<file path="config.mk">
export PLATFORM = sky130hd
export DESIGN_NAME = tile_scroller
export DESIGN_NICKNAME = d
export VERILOG_FILES = /design/src/rtl/tile_scroller.sv
export SDC_FILE = /design/constraint.sdc
export NUM_CORES = 1
export LEC_CHECK = 0
export ABC_AREA = 1
export CAP_MARGIN = 15
export CORE_MARGIN = 4
export CORE_UTILIZATION = 50
export CTS_CLUSTER_SIZE = 25
export DETAILED_ROUTE_END_ITERATION = 10
export GPL_ROUTABILITY_DRIVEN = 0
export PLACE_DENSITY = 0.85
export SKIP_LAST_GASP = 1
export SYNTH_ARGS = -nofsm -noshare
export SYNTH_HDL_FRONTEND = slang
export SYNTH_SLANG_ARGS = --single-unit
</file>
<file path="constraint.sdc">
create_clock -name clock -period 5.7 [get_ports clock]
set_input_delay 1.71 -clock clock [delete_from_list [all_inputs] [get_ports clock]]
set_output_delay 1.71 -clock clock [all_outputs]
set_load 0.01 [all_outputs]
</file>
<file path="src/rtl/tile_scroller.sv">
// Playfield model and scroll timing for the draw/erase sequencer: six lane-coded
// tile rows plus a vertical offset, advanced once per completed redraw pass.
// Optional feature macro: TILE_SCROLLER_NO_REPEAT_EN (no adjacent rows in the same lane).
module tile_scroller #(
    parameter int unsigned TICK_DIV   = 833333,
    parameter int unsigned ROW_HEIGHT = 40,
    parameter int unsigned STEP       = 1,
    parameter logic [7:0]  LFSR_SEED  = 8'hA5
) (
    input  logic        clock,
    input  logic        resetn,
    input  logic        i_start,
    input  logic        i_run,
    input  logic        i_pause,
    input  logic        i_all_drawing_done,
    output logic        o_draw_go,
    output logic [17:0] o_row_lanes,
    output logic [5:0]  o_offset,
    output logic        o_row_advance,
    output logic [2:0]  o_bottom_lane,
    output logic        o_overrun,
    output logic        o_busy
);

    localparam int unsigned CNT_W  = (TICK_DIV > 2) ? $clog2(TICK_DIV) : 1;
    localparam int unsigned OFS_W  = 6;
    localparam int unsigned SUM_W  = OFS_W + 1;
    localparam int unsigned LANE_W = 3;
    localparam int unsigned ROWS   = 6;
    localparam int unsigned ROWS_W = ROWS * LANE_W;
    localparam logic [CNT_W-1:0] TICK_LAST = CNT_W'(TICK_DIV - 1);

    typedef enum logic [1:0] {
        S_IDLE      = 2'd0,
        S_WAIT_TICK = 2'd1,
        S_DRAW_WAIT = 2'd2,
        S_ADVANCE   = 2'd3
    } state_t;

    state_t              r_state;
    state_t              w_next_state;
    logic [CNT_W-1:0]    r_count;
    logic [7:0]          r_lfsr;
    logic [ROWS_W-1:0]   r_rows;
    logic [OFS_W-1:0]    r_offset;
    logic                r_draw_go;
    logic                r_row_advance;
    logic [LANE_W-1:0]   r_bottom_lane;
    logic                r_overrun;
    logic                r_busy;

    logic                w_tick;
    logic                w_start_go;
    logic                w_overrun_set;
    logic                w_shift;
    logic [SUM_W-1:0]    w_sum;
    logic                w_wrap;
    logic [OFS_W-1:0]    w_offset_next;
    logic [7:0]          w_lfsr_next;
    logic [LANE_W-1:0]   w_gen_lane;
    logic [LANE_W-1:0]   w_new_lane;

    // Frame tick only advances while scrolling and not paused
    assign w_tick     = (r_state != S_IDLE) && !i_pause && (r_count == TICK_LAST);
    assign w_start_go = (r_state == S_IDLE) && i_start;

    // Scroll arithmetic, applied only in ADVANCE
    assign w_sum         = SUM_W'(r_offset) + SUM_W'(STEP);
    assign w_wrap        = (w_sum >= SUM_W'(ROW_HEIGHT));
    assign w_offset_next = w_wrap ? OFS_W'(w_sum - SUM_W'(ROW_HEIGHT)) : OFS_W'(w_sum);
    assign w_shift       = (r_state == S_ADVANCE) && w_wrap;

    // x^8+x^6+x^5+x^4+1 Fibonacci LFSR, stepped once per row shift
    assign w_lfsr_next = {r_lfsr[6:0], r_lfsr[7] ^ r_lfsr[5] ^ r_lfsr[4] ^ r_lfsr[3]};
    assign w_gen_lane  = {1'b0, w_lfsr_next[1:0]} + 3'd1;

`ifdef TILE_SCROLLER_NO_REPEAT_EN
    // Bump a repeated lane to the next one so adjacent rows always differ
    always_comb begin
        w_new_lane = w_gen_lane;
        if (w_gen_lane == r_rows[LANE_W-1:0]) begin
            w_new_lane = (w_gen_lane == 3'd4) ? 3'd1 : (w_gen_lane + 3'd1);
        end
    end
`else
    assign w_new_lane = w_gen_lane;
`endif

    // Next-state logic
    always_comb begin
        w_next_state  = r_state;
        w_overrun_set = 1'b0;
        case (r_state)
            S_IDLE: begin
                if (i_start) begin
                    w_next_state = S_WAIT_TICK;
                end
            end
            S_WAIT_TICK: begin
                if (!i_run) begin
                    w_next_state = S_IDLE;
                end else if (w_tick) begin
                    w_next_state = S_DRAW_WAIT;
                end
            end
            S_DRAW_WAIT: begin
                w_overrun_set = w_tick;
                if (i_all_drawing_done) begin
                    w_next_state = S_ADVANCE;
                end
            end
            S_ADVANCE: begin
                w_overrun_set = w_tick;
                w_next_state  = i_run ? S_WAIT_TICK : S_IDLE;
            end
            default: begin
                w_next_state = S_IDLE;
            end
        endcase
    end

    // State register with registered, state-derived handshake outputs
    always_ff @(posedge clock) begin
        if (!resetn) begin
            r_state   <= S_IDLE;
            r_draw_go <= 1'b0;
            r_busy    <= 1'b0;
        end else begin
            r_state   <= w_next_state;
            r_draw_go <= (w_next_state == S_DRAW_WAIT);
            r_busy    <= (w_next_state != S_IDLE);
        end
    end

    // Frame tick counter
    always_ff @(posedge clock) begin
        if (!resetn) begin
            r_count <= '0;
        end else if (w_start_go) begin
            r_count <= '0;
        end else if ((r_state != S_IDLE) && !i_pause) begin
            r_count <= w_tick ? '0 : (r_count + CNT_W'(1));
        end
    end

    // Sticky overrun, cleared only by a new start
    always_ff @(posedge clock) begin
        if (!resetn) begin
            r_overrun <= 1'b0;
        end else if (w_start_go) begin
            r_overrun <= 1'b0;
        end else if (w_overrun_set) begin
            r_overrun <= 1'b1;
        end
    end

    // Playfield update; rows and offset move only at the end of ADVANCE
    always_ff @(posedge clock) begin
        if (!resetn) begin
            r_rows        <= '0;
            r_offset      <= '0;
            r_lfsr        <= LFSR_SEED;
            r_bottom_lane <= '0;
            r_row_advance <= 1'b0;
        end else begin
            r_row_advance <= w_shift;
            if (r_state == S_ADVANCE) begin
                r_offset <= w_offset_next;
            end
            if (w_shift) begin
                r_bottom_lane <= r_rows[ROWS_W-1 -: LANE_W];
                r_rows        <= {r_rows[ROWS_W-LANE_W-1:0], w_new_lane};
                r_lfsr        <= w_lfsr_next;
            end
        end
    end

    assign o_draw_go     = r_draw_go;
    assign o_row_lanes   = r_rows;
    assign o_offset      = r_offset;
    assign o_row_advance = r_row_advance;
    assign o_bottom_lane = r_bottom_lane;
    assign o_overrun     = r_overrun;
    assign o_busy        = r_busy;

endmodule

</file>
Yosys cells after proc, flatten, opt, wreduce, memory -nomap -nowiden --
Cells that the tools add are included.
Storage, ports and cells: register bits after elaboration 61, input port bits 6, output and inout port bits 31, word-level logic and storage cells 43
Cells by class: add/subtract/negate cells 4, $lt $le $gt $ge 1, equality and inequality tests 5, muxes and demuxes 9, bitwise gates (word level) 4, reduce and logical (&&, ||, !) cells 10
Operator list (number):
- adder 20 x 1 -> 20 bit, second input constant | 1
- == test 20 bit, second input constant | 1
- two-way mux 20 bit | 1
- two-way mux 2 bit | 4
- one-hot mux 2 bit (4 select lines) | 1
- adder 6 x 1 -> 7 bit, second input constant | 1
- greater-or-equal comparator 7 x 6 -> 1 bit, second input constant | 1
- == test 2 bit, second input constant | 3
- two-way mux 6 bit | 1
- subtractor 6 bit, second input constant | 1
- logical AND 1 bit | 4
- nonzero test 2 bit | 2
- OR reduction 2 bit | 2
- adder 2 x 1 -> 3 bit, second input constant | 1
- bitwise XOR 1 bit | 3
- == test 2 x 1 -> 1 bit, second input constant | 1
- logical NOT 2 bit | 1
- two-way mux 1 bit | 2
- logical NOT 1 bit | 1
- inverter 1 bit | 1

Depth between registers and ports, before layout --
Gate-level depths: netlist of run 1.
depth after elaboration 7, depth in mapped cells 15, mapped depth without buffers 15

Least setup slack after synthesis of run 1 --
Ideal clock, no wire load.
path kind in2reg, from input resetn, to register r_row_advance (netlist: o_row_advance), setup time 0.128 ns, arrival time 2.545 ns, required time 5.572 ns, setup slack 3.028 ns, cell stages on the path 5, path buffers 3, cell sequence buf_2 -> inv_1 -> clkbuf_1 -> clkbuf_1 -> nor2_1
RTL lines:
- from (decl) | RTL line 11 | input logic resetn,
- to (signal assigned) | RTL line 166 | r_row_advance <= w_shift;
- to (decl) | RTL line 47 | logic r_row_advance;
No word-level cell between the ends.

==> impl_metrics.prom, run 1 <==
# TYPE chip_impl_metric gauge
chip_impl_info{name="worstSetupPathType",value="in -> reg"} 1
chip_impl_metric{name="firstDrtPassIters",unit=""} 4
chip_impl_info{name="critical-path-top-cell-by-count",value="sky130_fd_sc_hd__nand2_1"} 1
chip_impl_metric{name="n_antenna_cell",unit=""} 0
chip_impl_metric{name="fin_worst_skew",unit="ps"} 12.2
chip_impl_metric{name="critical-path-max-stage-delay",unit="ps"} 770
chip_impl_metric{name="yosysWarningCount",unit=""} 0
chip_impl_metric{name="max-vdd-ir-drop",unit="uV"} 154
chip_impl_info{name="synth.cells.most_frequent",value="sky130_fd_sc_hd__nand2_1, sky130_fd_sc_hd__dfxtp_1, sky130_fd_sc_hd__nand3_1, sky130_fd_sc_hd__a21oi_1, sky130_fd_sc_hd__inv_1"} 1
chip_impl_metric{name="hold_viol",unit=""} 0
chip_impl_metric{name="detail_route.iter0.violations",unit=""} 200
chip_impl_info{name="ys.flop_type",value="sky130_fd_sc_hd__dfxtp_1"} 1
chip_impl_metric{name="pin_count",unit=""} 37
chip_impl_info{name="critical_path.startpoint_type",value="input pin"} 1
chip_impl_metric{name="xor_and_xnor_fraction_of_the_mapped_netlist_area",unit="%"} 2.86
chip_impl_metric{name="worst_setup_hold_path_clk_slew",unit="ps"} 80
chip_impl_metric{name="via_count_normalized_by_instance_count",unit=""} 5.30
chip_impl_metric{name="groute.usage.overall",unit="%"} 19.3
chip_impl_info{name="worst_path_cell_chain",value="clkdlybuf4s50_1 > inv_1 > nor2_1 > nand2_1 > nand2_1"} 1
chip_impl_info{name="status",value="completed"} 1
chip_impl_metric{name="post_synth_mux_area_share",unit="%"} 0
chip_impl_info{name="hold_path.class",value="reg -> reg"} 1
chip_impl_metric{name="p_comb_share",unit="%"} 6.4
chip_impl_metric{name="grt_remaining_overflow",unit=""} 0
chip_impl_metric{name="cts_made_buffers",unit=""} 9
chip_impl_metric{name="crit_path_max_fanout",unit=""} 29
chip_impl_metric{name="synth_async_sr_flop_share",unit="%"} 0
chip_impl_metric{name="max_slew_margin",unit="%"} 40.3
chip_impl_info{name="timing.critical_path.to",value="o_busy"} 1
chip_impl_metric{name="synthesis.area",unit="um2"} 3060
chip_impl_metric{name="final.setup.tns",unit="ps"} 0
chip_impl_metric{name="port-buffer-count",unit=""} 36
chip_impl_metric{name="cell_internal_pwr",unit="mW"} 0.609
chip_impl_metric{name="synth_largest_type_area_fraction",unit="%"} 39.9
chip_impl_info{name="setup_repair_after_global_routing_missed_its_margin",value="no"} 1
chip_impl_metric{name="final.setup.worst_slack",unit="ps"} 2500
chip_impl_metric{name="final_nets",unit=""} 464
chip_impl_metric{name="post-route-period-util",unit="%"} 56.2
chip_impl_metric{name="unique_cell_type_count_in_the_yosys_netlist",unit=""} 37
chip_impl_metric{name="dieArea",unit="um2"} 7450
chip_impl_metric{name="fin_area",unit="um2"} 3580
chip_impl_metric{name="worst_ep_arrival_time",unit="ps"} 3440
chip_impl_metric{name="route.detailed.drc",unit=""} 0
chip_impl_metric{name="dr_total_vias",unit=""} 2818
chip_impl_metric{name="core.rowCount",unit=""} 28
chip_impl_metric{name="post_synth_fa_ha_maj_area_fraction",unit="%"} 2.45
chip_impl_metric{name="synth_simple_gate_area_share",unit="%"} 35.0
chip_impl_metric{name="drive_above_1_share",unit="%"} 9.19
chip_impl_info{name="most_frequent_cell_after_synthesis",value="sky130_fd_sc_hd__nand2_1"} 1
chip_impl_metric{name="maximum_frequency_from_static_timing_analysis",unit="GHz"} 0.312
chip_impl_metric{name="postSynthNetCount",unit=""} 435
chip_impl_metric{name="floorplan.initialDensity",unit="%"} 51.8
chip_impl_info{name="clockRootBuffer",value="sky130_fd_sc_hd__clkbuf_8"} 1
chip_impl_metric{name="synth_compound_area_share",unit="%"} 10.8
chip_impl_metric{name="tightestPinTransition",unit="ps"} 894
chip_impl_metric{name="grt_first_pass_wirelength",unit="um"} 11600
chip_impl_metric{name="rr_worst_depth",unit=""} 12
chip_impl_metric{name="syn_avg_cell_area",unit="um2"} 7.24
chip_impl_metric{name="cap_violations",unit=""} 0
chip_impl_metric{name="cp_num_cells",unit=""} 5
chip_impl_metric{name="setup_viol",unit=""} 0
chip_impl_metric{name="final_max_slew_viol_count",unit=""} 0
chip_impl_metric{name="post_synth_inst_count",unit=""} 423
chip_impl_metric{name="share_seq_of_total_power",unit="%"} 52.5
chip_impl_metric{name="crit_required",unit="ps"} 5930
chip_impl_metric{name="post_synth_edffs",unit=""} 0
chip_impl_info{name="combinational_family_with_the_most_area_after_synthesis",value="simple AND/OR/NAND/NOR gates"} 1
chip_impl_metric{name="core_area",unit="um2"} 5920
chip_impl_metric{name="cts.sinks",unit=""} 61
chip_impl_info{name="netlist_top_cells_area",value="sky130_fd_sc_hd__dfxtp_1, sky130_fd_sc_hd__nand2_1, sky130_fd_sc_hd__nand3_1"} 1
chip_impl_metric{name="synth_to_layout_area_growth",unit="%"} 16.9
chip_impl_metric{name="routed_wire_length_per_instance",unit="um"} 12.8
chip_impl_info{name="netlist.top_cell.by_area",value="sky130_fd_sc_hd__dfxtp_1"} 1
chip_impl_metric{name="clkPwrFrac",unit="%"} 41.1
chip_impl_metric{name="cts_hold_repair.buffers",unit=""} 0
chip_impl_metric{name="clock_latency",unit="ps"} 350
chip_impl_metric{name="worst-path-buf-inv",unit=""} 2
chip_impl_metric{name="synth-seq-cells",unit=""} 61
chip_impl_metric{name="vias_in_the_first_global_route",unit=""} 2601
chip_impl_metric{name="switching_share",unit="%"} 27.1
chip_impl_metric{name="antenna_found_initial",unit=""} 0
chip_impl_metric{name="power.switching",unit="mW"} 0.227
chip_impl_info{name="critical-path-top-delay-family",value="buffers and inverters"} 1
chip_impl_info{name="timing.rr.end",value="r_lfsr[0]"} 1
chip_impl_metric{name="dp_hpwl",unit="um"} 4630
chip_impl_metric{name="dpl-instance-area",unit="um2"} 3410
chip_impl_metric{name="post_cts_resize_count",unit=""} 0
chip_impl_metric{name="synth.yosys.seq_area_share",unit="%"} 39.9
chip_impl_metric{name="pre_cts_slack",unit="ps"} 2140
chip_impl_metric{name="finalCriticalPeriod",unit="ps"} 3200
chip_impl_metric{name="pwr_density_cell",unit="nW/um2"} 233
chip_impl_metric{name="postCtsSetupBuffers",unit=""} 0
chip_impl_metric{name="power.static_leakage",unit="nW"} 1.27
chip_impl_info{name="crit_path_top_delay_cell",value="sky130_fd_sc_hd__inv_1"} 1
chip_impl_metric{name="die_height",unit="um"} 86.3
chip_impl_metric{name="clock_tree.htree_level_count",unit=""} 3
chip_impl_info{name="worstSetupEndpointType",value="register"} 1
chip_impl_metric{name="whs_path_depth",unit=""} 2
chip_impl_metric{name="routed_wirelength",unit="um"} 6830
chip_impl_info{name="critical_path.reg2reg.startpoint",value="o_offset[2]"} 1
chip_impl_metric{name="cts-root-to-sink-buffers",unit=""} 2
chip_impl_metric{name="die_width",unit="um"} 86.3
chip_impl_metric{name="worst-r2r-setup-slack",unit="ps"} 3130
chip_impl_info{name="worstSetupStartpoint",value="resetn"} 1
chip_impl_metric{name="post_route_ant_nets",unit=""} 0
chip_impl_metric{name="grt_start_max_net_pins",unit=""} 38
chip_impl_info{name="tritoncts",value="done"} 1
chip_impl_metric{name="fin_worst_hold_slack",unit="ps"} 465
tightest hold or removal path: cells and delay by family, from the launching register on:
kind	cells	cell delay, ps
and+or+nand+nor	1	60
AOI/OAI and AO/OA	1	50
DFF	1	310
cells by family (layout without fill, tap and decap cells):
family | Yosys count | in the layout
simple gates | 224 | 224
fa+ha+maj | 6 | 6
flops | 61 | 61
buf+inv | 62 | 96
xor+xnor | 10 | 10
compound gates | 60 | 60
registers in the layout, indices dropped and copies added (netlist names):
| signal | count |
|---|---|
| o_busy | 1 |
| o_draw_go | 1 |
| o_bottom_lane | 3 |
| r_lfsr | 8 |
| o_row_lanes | 18 |
| r_state | 2 |
| o_row_advance | 1 |
| o_offset | 6 |
| o_overrun | 1 |
| r_count | 20 |
routing by layer:
metal / GRT usage (%) / vias up / part of all wire, %
li1: - / 1446 / -
met1: 25.4 / 1291 / 47
met2: 29.9 / 73 / 46
met3: 5.89 / 8 / 6.3
met4: 7.08 / 0 / 1.4
met5: 0 / - / 0
metrics by stage:
stage | power (mW) | cells | util (%)
floorplan | 0.485 | 423 | -
CTS | 0.841 | 532 | 60.5
detailed placement | 0.502 | 516 | 57.5
finish | 0.836 | 532 | 60.5
global placement | 0.500 | 516 | 57.5
global route | 0.870 | 532 | 60.5
final cells by class:
class / count / area, um2
Inverter: 44 / 165
Fill cell: 520 / 2340
Clock buffer: 9 / 124
Multi-Input combinational cell: 300 / 1570
Tap cell: 75 / 93.8
Clock inverter: 7 / 51.3
Timing Repair Buffer: 36 / 360
Sequential cell: 61 / 1220
placed cells by master, fill, tap and decap left out, types with 2 or more instances in the layout:
| master | instances |
|---|---|
| sky130_fd_sc_hd__o21a_1 | 2 |
| sky130_fd_sc_hd__clkinv_2 | 2 |
| sky130_fd_sc_hd__o21ai_0 | 7 |
| sky130_fd_sc_hd__nand2_1 | 89 |
| sky130_fd_sc_hd__nor3b_1 | 3 |
| sky130_fd_sc_hd__xnor2_1 | 2 |
| sky130_fd_sc_hd__clkbuf_8 | 9 |
| sky130_fd_sc_hd__o21ai_1 | 2 |
| sky130_fd_sc_hd__dfxtp_1 | 61 |
| sky130_fd_sc_hd__clkinv_4 | 2 |
| sky130_fd_sc_hd__inv_1 | 40 |
| sky130_fd_sc_hd__clkdlybuf4s50_1 | 36 |
| sky130_fd_sc_hd__clkinvlp_4 | 2 |
| sky130_fd_sc_hd__inv_2 | 4 |
| sky130_fd_sc_hd__nand3_1 | 56 |
| sky130_fd_sc_hd__nor3b_2 | 2 |
| sky130_fd_sc_hd__ha_1 | 6 |
| sky130_fd_sc_hd__nor2_4 | 5 |
| sky130_fd_sc_hd__o21bai_1 | 2 |
| sky130_fd_sc_hd__a21oi_1 | 41 |
| sky130_fd_sc_hd__nor3_1 | 10 |
| sky130_fd_sc_hd__nand2_2 | 6 |
| sky130_fd_sc_hd__nand3_2 | 3 |
| sky130_fd_sc_hd__nand4_1 | 10 |
| sky130_fd_sc_hd__nor2_2 | 2 |
| sky130_fd_sc_hd__nor2_1 | 34 |
| sky130_fd_sc_hd__xor2_1 | 8 |
how the worst min path moves through the flow:
stage	slack, ps	startpoint	end
CTS	470	o_bottom_lane[0]	o_bottom_lane[0]
global placement	450	r_lfsr[1]	r_lfsr[1]
global route	500	r_lfsr[1]	r_lfsr[1]
detailed placement	450	r_lfsr[1]	r_lfsr[1]
floorplan	430	r_lfsr[2]	r_lfsr[2]
finish	460	o_bottom_lane[0]	o_bottom_lane[0]
power by group through the flow:
stage	logic (mW)	clock network [mW]	registers (mW)
final	0.0534	0.344	0.439
after global routing	0.0596	0.370	0.440
after CTS	0.0533	0.349	0.439
after detailed placement	0.0530	0	0.449
after global placement	0.0514	0	0.449
after floorplan	0.0366	0	0.449
Power figures use the tool's default switching activity.
==> inputs of run 2 (changes only) <==
PLACE_DENSITY = 0.88   (was 0.85)
clock period = 2.85 ns   (was 5.7 ns; I/O delays follow)
==> run 2 against run 1 <==
Net effect:
- cell count is 0.94% higher
- critical path type is now reg -> reg
- die area stayed put
- design area is 1.7% higher
- worst hold slack worse by 1.7 ps
- largest cell class unchanged
- utilization is 1.0 points higher
- setup slack worse by 2000 ps
- largest power group unchanged
- combinational power is 110% higher
==> impl_metrics.prom, run 2 (synthesis gave the netlist of run 1 again) <==
# TYPE chip_impl_metric gauge
chip_impl_metric{name="routed_wirelength",unit="um"} 7000
chip_impl_metric{name="cap_violations",unit=""} 0
chip_impl_metric{name="routed_wire_length_per_instance",unit="um"} 13.0
chip_impl_info{name="worstSetupEndpointType",value="register"} 1
chip_impl_info{name="final_cell_mix",value="sky130_fd_sc_hd__nand2_1, sky130_fd_sc_hd__dfxtp_1, sky130_fd_sc_hd__nand3_1"} 1
chip_impl_metric{name="antenna_found_initial",unit=""} 0
chip_impl_info{name="status",value="completed"} 1
chip_impl_metric{name="core.rowCount",unit=""} 28
chip_impl_metric{name="postCtsSetupBuffers",unit=""} 0
chip_impl_metric{name="crit_path_max_fanout",unit=""} 31
chip_impl_metric{name="finalCriticalPeriod",unit="ps"} 2310
chip_impl_metric{name="final.setup.worst_slack",unit="ps"} 543
chip_impl_info{name="setup_repair_after_global_routing_missed_its_margin",value="no"} 1
chip_impl_metric{name="post_route_ant_nets",unit=""} 0
chip_impl_metric{name="multi_input_gate_area",unit="um2"} 1570
chip_impl_metric{name="pre_cts_slack",unit="ps"} 287
chip_impl_metric{name="cts_made_buffers",unit=""} 9
chip_impl_metric{name="maximum_frequency_from_static_timing_analysis",unit="GHz"} 0.434
chip_impl_metric{name="critical-path-max-stage-delay",unit="ps"} 450
chip_impl_info{name="most_common_cell_after_layout_fill_and_taps_aside",value="sky130_fd_sc_hd__nand2_1"} 1
chip_impl_metric{name="die_height",unit="um"} 86.3
chip_impl_metric{name="firstDrtPassIters",unit=""} 5
chip_impl_metric{name="dieArea",unit="um2"} 7450
chip_impl_metric{name="core_area",unit="um2"} 5920
chip_impl_metric{name="max-vdd-ir-drop",unit="uV"} 342
chip_impl_info{name="tritoncts",value="done"} 1
chip_impl_metric{name="cts-root-to-sink-buffers",unit=""} 2
chip_impl_metric{name="synth_to_layout_area_growth",unit="%"} 18.9
chip_impl_info{name="crit_path_top_delay_cell",value="sky130_fd_sc_hd__dfxtp_1"} 1
chip_impl_metric{name="seqCellArea",unit="um2"} 1220
chip_impl_info{name="worst_path_cell_chain",value="ha_1 > nand3_1 > nand2_1 > nand2_1 > inv_1 > ha_1 > inv_1 > nand3_1 > nand2_1 > inv_2 > nand2_4 > nand2_2 > nand2_1 > a21oi_1"} 1
chip_impl_metric{name="dr_total_vias",unit=""} 2915
chip_impl_metric{name="route.detailed.drc",unit=""} 0
chip_impl_metric{name="pin_count",unit=""} 37
chip_impl_metric{name="vias_in_the_first_global_route",unit=""} 2648
chip_impl_metric{name="worst_ep_arrival_time",unit="ps"} 2570
chip_impl_metric{name="max_slew_margin",unit="%"} 64.3
chip_impl_metric{name="pwr_density_cell",unit="nW/um2"} 485
chip_impl_metric{name="grt_remaining_overflow",unit=""} 0
chip_impl_metric{name="post_cts_resize_count",unit=""} 0
chip_impl_info{name="critical_path.startpoint_type",value="register"} 1
chip_impl_metric{name="grt_start_max_net_pins",unit=""} 37
chip_impl_metric{name="setup_viol",unit=""} 0
chip_impl_metric{name="crit_required",unit="ps"} 3120
chip_impl_info{name="worstSetupPathType",value="reg -> reg"} 1
chip_impl_metric{name="worst-r2r-setup-slack",unit="ps"} 540
chip_impl_metric{name="port-buffer-count",unit=""} 36
chip_impl_metric{name="worst_setup_hold_path_clk_slew",unit="ps"} 80
chip_impl_metric{name="largest_register_ffs",unit=""} 20
chip_impl_metric{name="via_count_normalized_by_instance_count",unit=""} 5.43
chip_impl_info{name="critical-path-top-cell-by-count",value="sky130_fd_sc_hd__nand2_1"} 1
chip_impl_metric{name="grt_first_pass_wirelength",unit="um"} 11700
chip_impl_metric{name="groute.usage.overall",unit="%"} 19.5
chip_impl_metric{name="cts_hold_repair.buffers",unit=""} 0
chip_impl_metric{name="final_max_slew_viol_count",unit=""} 0
chip_impl_metric{name="num-fill-cells",unit=""} 496
chip_impl_metric{name="floorplan.initialDensity",unit="%"} 51.8
chip_impl_info{name="clockRootBuffer",value="sky130_fd_sc_hd__clkbuf_8"} 1
chip_impl_metric{name="fin_worst_skew",unit="ps"} 13.3
chip_impl_metric{name="tightestPinTransition",unit="ps"} 534
chip_impl_metric{name="hold_viol",unit=""} 0
chip_impl_metric{name="final_nets",unit=""} 469
chip_impl_metric{name="power.static_leakage",unit="nW"} 1.31
chip_impl_metric{name="final.setup.tns",unit="ps"} 0
chip_impl_metric{name="clock_latency",unit="ps"} 350
chip_impl_info{name="largest-register",value="r_count"} 1
chip_impl_metric{name="clock_tree.htree_level_count",unit=""} 3
chip_impl_metric{name="detail_route.iter0.violations",unit=""} 218
chip_impl_metric{name="drive_above_1_share",unit="%"} 10.2
chip_impl_metric{name="post-route-period-util",unit="%"} 80.9
chip_impl_metric{name="die_width",unit="um"} 86.3
chip_impl_info{name="hold_path.class",value="reg -> reg"} 1
chip_impl_metric{name="cts.sinks",unit=""} 61
chip_impl_metric{name="n_antenna_cell",unit=""} 0
chip_impl_metric{name="dp_hpwl",unit="um"} 4770
## run 2: changes by cell type in the layout (fill, tap and decap cells not counted), sizes merged
cell,previous run,this run
buf,0,5
clkinv,4,5
bufinv,0,1
clkinvlp,2,0
## run 2: worst paths after layout
kind	startpoint	end	depth (start not counted)
worst max-delay path	o_offset[1]	r_lfsr[4]	14
worst min-delay path	r_lfsr[1]	r_lfsr[1]	2
worst max register to register	o_offset[1]	r_lfsr[4]	14
worst min register to register	r_lfsr[1]	r_lfsr[1]	2
## run 2: stage by stage
stage	hold WS (ps)	power [mW]	instance area, um2	util [%]	cells
floorplan	430	0.971	3060	-	423
global placement	440	1.00	3440	58.2	521
detailed placement	455	1.01	3440	58.2	521
CTS	465	1.78	3640	61.5	537
global route	481	1.84	3640	61.5	537
finish	463	1.77	3640	61.5	537
## run 2: critical path, delay by kind of cell, from the launching register on
| family | cells | cell delay, ps |
|---|---|---|
| and+or+nand+nor | 8 | 940 |
| adders and majority gates | 2 | 490 |
| DFF | 1 | 450 |
| buffers and inverters | 3 | 200 |
| AOI/OAI and AO/OA | 1 | 150 |
## run 2: power by group
group	total [mW]	switching, mW	internal, mW	leakage [nW]
clock	0.777	0.369	0.408	0.104
sequential	0.878	0.0139	0.864	0.492
combinational	0.110	0.0692	0.0411	0.714
total	1.77	0.452	1.31	1.31
## run 2: final cells by class
type                    count  area share (%)
clock buffers               9            3.40
repair buffers             41            10.9
well taps                  75            2.58
flip-flops and latches     61            33.5
clock inverters             7            2.06
inverters                  44            4.53
multi-input cells         300            43.0
## run 2: layer usage
layer | vias up | track usage [%] | share of wire, % | wire (um)
met5 | - | 0 | 0 | 0
met4 | 0 | 8.36 | 2.8 | 197
met3 | 22 | 5.89 | 5.8 | 405
met2 | 99 | 30.6 | 46 | 3240
met1 | 1334 | 24.9 | 45 | 3160
li1 | 1460 | - | - | -
